File: config.mk
export PLATFORM = sky130hd
export DESIGN_NAME = day11_down_timer
export DESIGN_NICKNAME = d
export VERILOG_FILES = /design/src/rtl/day11_down_timer_pkg.sv /design/src/rtl/day11_down_timer.sv
export SDC_FILE = /design/constraint.sdc
export NUM_CORES = 1
export LEC_CHECK = 0
export BUFFER_PORTS_ARGS = -buffer_cell sky130_fd_sc_hd__buf_2
export CAP_MARGIN = 0
export CORE_ASPECT_RATIO = 1.4
export CORE_MARGIN = 2
export CORE_UTILIZATION = 35
export CTS_CLUSTER_DIAMETER = 200
export DETAILED_ROUTE_END_ITERATION = 16
export GPL_ROUTABILITY_DRIVEN = 1
export GPL_TIMING_DRIVEN = 0
export PLACE_DENSITY_LB_ADDON = 0.05
export SETUP_SLACK_MARGIN = 0.15
export SYNTH_ARGS = -nofsm -noshare
export SYNTH_HDL_FRONTEND = slang
export SYNTH_SLANG_ARGS = --single-unit
File: constraint.sdc
create_clock -name clk -period 2.2 [get_ports clk]
set_clock_uncertainty 0.2 [all_clocks]
set_input_delay 0.66 -clock clk [delete_from_list [all_inputs] [get_ports clk]]
set_output_delay 0.66 -clock clk [all_outputs]
set_load 0.03 [all_outputs]
File: src/rtl/day11_down_timer_pkg.sv
// rtl/day11_down_timer_pkg.sv - shared types and defaults for the day11 down timer
//
// Purpose : control-state encoding and default width for day11_down_timer.
// Contents: state_t       - IDLE / RUN / PAUSE
//           DEFAULT_WIDTH - default bit width of count and reload registers
package day11_pkg;

    typedef enum logic [1:0] {
        IDLE  = 2'd0,
        RUN   = 2'd1,
        PAUSE = 2'd2
    } state_t;

    localparam int DEFAULT_WIDTH = 4;

endpackage

File: src/rtl/day11_down_timer.sv
// rtl/day11_down_timer.sv - loadable one-shot / auto-reload down-counter timer
//
// Purpose : counts a programmed value down to zero, pulses tc_o for one cycle
//           when the count first reaches zero, then stops (one-shot) or
//           reloads (auto-reload). A start/stop FSM gates the datapath.
// Ports   : clk         rising-edge clock
//           reset       asynchronous active-low reset
//           load_i      load request
//           load_val_i  value captured on load_i
//           start_i     start / resume request
//           stop_i      pause request (wins over start_i)
//           mode_i      0 = one-shot, 1 = auto-reload (sampled at count 0)
//           count_o     current count (registered)
//           tc_o        terminal-count pulse (registered, one cycle)
//           busy_o      high while in RUN
module day11_down_timer
    import day11_pkg::*;
#(
    parameter int WIDTH = DEFAULT_WIDTH
) (
    input  logic             clk,
    input  logic             reset,
    input  logic             load_i,
    input  logic [WIDTH-1:0] load_val_i,
    input  logic             start_i,
    input  logic             stop_i,
    input  logic             mode_i,
    output logic [WIDTH-1:0] count_o,
    output logic             tc_o,
    output logic             busy_o
);

    state_t           state, state_nxt;
    logic [WIDTH-1:0] count_q, count_nxt;
    logic [WIDTH-1:0] reload_q, reload_nxt;
    logic             tc_q, tc_nxt;
    logic [WIDTH-1:0] eff_count;

    // In IDLE a load and a start in the same cycle must judge the value being
    // loaded, not the stale count, when deciding whether there is work to do.
    assign eff_count = load_i ? load_val_i : count_q;

    always_comb begin
        state_nxt  = state;
        count_nxt  = count_q;
        reload_nxt = reload_q;
        tc_nxt     = 1'b0;
        unique case (state)
            IDLE: begin
                if (load_i) begin
                    count_nxt  = load_val_i;
                    reload_nxt = load_val_i;
                end
                if (start_i && !stop_i && (eff_count != '0))
                    state_nxt = RUN;
            end
            RUN: begin
                // Loading while running only retargets the next reload.
                if (load_i)
                    reload_nxt = load_val_i;
                if (stop_i) begin
                    state_nxt = PAUSE;
                end else if (count_q != '0) begin
                    count_nxt = count_q - 1'b1;
                    tc_nxt    = (count_q == WIDTH'(1));
                end else if (mode_i && (reload_q != '0)) begin
                    count_nxt = reload_q;
                end else begin
                    state_nxt = IDLE;
                end
            end
            PAUSE: begin
                if (load_i) begin
                    count_nxt  = load_val_i;
                    reload_nxt = load_val_i;
                end
                if (start_i && !stop_i)
                    state_nxt = (count_q != '0) ? RUN : IDLE;
            end
            default: state_nxt = IDLE;
        endcase
    end

    always_ff @(posedge clk or negedge reset) begin
        if (!reset) begin
            state    <= IDLE;
            count_q  <= '0;
            reload_q <= '0;
            tc_q     <= 1'b0;
        end else begin
            state    <= state_nxt;
            count_q  <= count_nxt;
            reload_q <= reload_nxt;
            tc_q     <= tc_nxt;
        end
    end

    assign count_o = count_q;
    assign tc_o    = tc_q;
    assign busy_o  = (state == RUN);

endmodule

==> impl_metrics.py <==
metrics = {
    "clock_tree": {
        "clockBufferDepth": 2,
        "cts_tree": "yes",
        "numCtsBuffers": 3,
        "cts-root-buf": "clkbuf_4",
        "clk_latency_ns": 0.26,
        "cts_sinks": 11,
        "ctsHoldBuffers": 0,
        "h-tree-depth": 1,
        "clk_pin_slew_worst_paths_ns": 0.07,
    },
    "final_layout": {
        "antenna_cells": 0,
        "fin_area_um2": 843.3,
        "drive_above_1_share_pct": 37.21,
        "fin_cells": 107,
        "final_core_util_pct": 44.34,
        "fin_nets": 99,
        "area_delta_synth_final_pct": 22.32,
        "nFillCells": 209,
        "layout_common_cells": "14 x buf_2, 10 x dfrtp_1, 6 x a21oi_1",
        "final_common_cell": "buf_2",
    },
    "critical_path": {
        "crit_slowest_cell": "dfrtp_1",
        "cp_slowest_stage_delay_ns": 0.45,
        "r2r_end": "count_o[0]$_DFFE_PN0P_",
        "worstPathMaxFanout": 6,
        "r2r_start": "count_o[1]$_DFFE_PN0P_",
        "r2r_setup_slack_ns": 0.24,
        "worstPathArrival_ns": 1.91,
        "path_cells": "inv_1, ha_1, nor3b_4, buf_4, a21oi_1, a21oi_1, mux2i_1",
        "cp_num_buf_inv": 2,
        "critPathMostFrequentCell": "a21oi_1",
        "reg2reg_depth": 7,
        "cpLargestDelayFamily": "flip-flops",
        "crit_path_end_kind": "flip-flop",
        "start_kind": "flip-flop",
        "critical_path_class": "reg -> reg",
        "worstPathRequired_ns": 2.15,
    },
    "yosys": {
        "synthTopCellsByArea": "dfrtp_1 40%, mux2_2 8.2%, a21oi_1 4.4%",
        "synth_warnings": 0,
        "synth_top_cell_by_area": "dfrtp_1",
        "synth-seq-cells": 11,
        "syn_area_um2": 689.4,
        "syn_nets": 76,
        "synth.avg_cell_area_um2": 10.77,
        "synth_cell_type_count": 28,
        "synth_top_area_share_pct": 39.93,
        "synthCells": 64,
        "synth_seq_area_share_pct": 39.93,
    },
    "die": {
        "initial_core_util_pct": 36.25,
        "fp.dieW_um": 41.51,
        "die-area_um2": 2346,
        "die_y_um": 56.52,
        "floorplan.core_area_um2": 1902,
        "io_pins": 16,
        "core.rowCount": 19,
    },
    "sta": {
        "fmax_mhz": 510.9,
        "fin_setup_tns_ns": 0,
        "timing.final.ws_setup_ns": 0.2427,
        "setup_viol": 0,
        "max_slew_margin_pct": 63.51,
        "worstMarginPinSlew_ns": 0.5425,
        "fin_crit_ns": 1.957,
        "min_period_over_period_pct": 88.97,
        "finalHoldViolCount": 0,
        "rsz0062_at_grt": "no",
        "finalMaxSlewViolations": 0,
        "hold_ws_ns": 0.05475,
    },
    "route": {
        "viasPerCell": 5.374,
        "wl_per_cell_um": 14.79,
        "routed_wl_um": 1583,
        "drt_first_pass_iters": 4,
        "drtAntennaViolNets": 0,
        "drt-initial-drc-count": 14,
        "drcViolationCount": 0,
        "vias": 575,
    },
    "power_and_ir_drop": {
        "p_per_area_nw_per_um2": 1072,
        "power_uw": 903.8,
        "ir_drop_mv": 0.4999,
        "power.leakage_nw": 0.3876,
    },
    "global_routing": {
        "grt_pass1_vias": 543,
        "antenna_found_initial": 0,
        "track_usage_pct": 14.64,
        "grt_max_degree": 12,
        "gr-total-overflow": 0,
        "grt_pass1_wl_um": 2553,
    },
    "outcome": {
        "status": "finished clean",
    },
    "flow_run": {
        "cap_violations": 0,
    },
    "placed_design": {
        "placed_area_um2": 790.8,
        "port_buffers": 15,
        "detailed_place_hpwl_um": 1224,
        "placed_cells": 100,
        "place_ws_ns": 0.1521,
        "gp_congestion": 0.7975,
    },
    "hold_path": {
        "hold_class": "in -> async",
    },
}
==> cell type report <==
| type | count | area [um2] | area share, % |
|---|---|---|---|
| Inverter | 4 | 15.01 | 1.780 |
| Multi-Input combinational cell | 49 | 399.1 | 47.33 |
| Timing Repair Buffer | 18 | 100.1 | 11.87 |
| Sequential cell | 11 | 276.5 | 32.79 |
| Tap cell | 21 | 26.28 | 3.116 |
| Clock buffer | 4 | 26.28 | 3.116 |
==> worst register-to-register path, stage by stage (launching register included) <==
cell and delay (ns):
dfrtp_1 0.45, inv_1 0.13, ha_1 0.24, nor3b_4 0.34, buf_4 0.18, a21oi_1 0.06, a21oi_1 0.15, mux2i_1 0.09
==> power breakdown <==
group | internal, mW | switching (mW) | total [mW]
combinational | 0.181 | 0.230 | 0.411
sequential | 0.257 | 0.0982 | 0.355
clock | 0.0701 | 0.0682 | 0.138
==> logic make-up (layout without fill, tap and decap cells) <==
family	count (synthesis)	count (layout)	synth area share (%)
multiplexers	8	8	12.52
adder cells (fa/ha/maj)	2	2	3.629
flip-flops	11	11	39.93
AO/OA/AOI/OAI	17	17	21.78
buffers and inverters	4	26	2.177
AND/OR/NAND/NOR	22	22	19.96
==> per-layer routing <==
layer | GRT usage (%) | vias to the layer above | share of wire, %
met4 | 9.677 | 0 | 1.1
li1 | - | 286 | -
met3 | 2.572 | 2 | 7.3
met5 | 0 | - | 0
met2 | 23.44 | 22 | 50
met1 | 17.61 | 265 | 42
==> worst max path at each step <==
stage	from	to	slack (ns)	depth (start not counted)
floorplan	count_o[1]$_DFFE_PN0P_	count_o[1]$_DFFE_PN0P_	0.27	6
global placement	load_i	reload_q[0]$_DFFE_PN0P_	0.15	3
detailed placement	load_i	reload_q[0]$_DFFE_PN0P_	0.15	3
CTS	state[0]$_DFFE_PN0P_	busy_o	0.17	3
global route	count_o[1]$_DFFE_PN0P_	count_o[1]$_DFFE_PN0P_	0.15	6
finish	count_o[1]$_DFFE_PN0P_	count_o[0]$_DFFE_PN0P_	0.24	7
==> Yosys cell counts <==
cell type and instances:
a21oi_4 1, o41ai_4 1, mux2_2 5, o21ba_1 1
nor3_2 1, o311a_1 1, nor4b_1 1, nand2b_1 1
or3b_4 1, a21boi_0 1, a21boi_1 1, a21oi_1 6
nor3b_4 1, nor3_1 1, mux2i_1 3, inv_1 4
or3_1 1, o211ai_1 1, nand2_1 3, a41o_1 1
nor2_1 5, o31ai_1 2, and2b_1 1, nor4_1 3
a22o_1 1, ha_1 2, dfrtp_1 11, nand3_1 3
==> state kept, by name, indices dropped and copies added (netlist names) <==
name,count
count_o,4
reload_q,4
state,2
tc_o,1
==> what timing repair did <==
action	CTS	global route
setup buffers	0	3
pin swaps	0	0
setup endpoints to repair	1	2
resized for setup	1	1
Note: power is estimated with default switching activity, not from simulation.
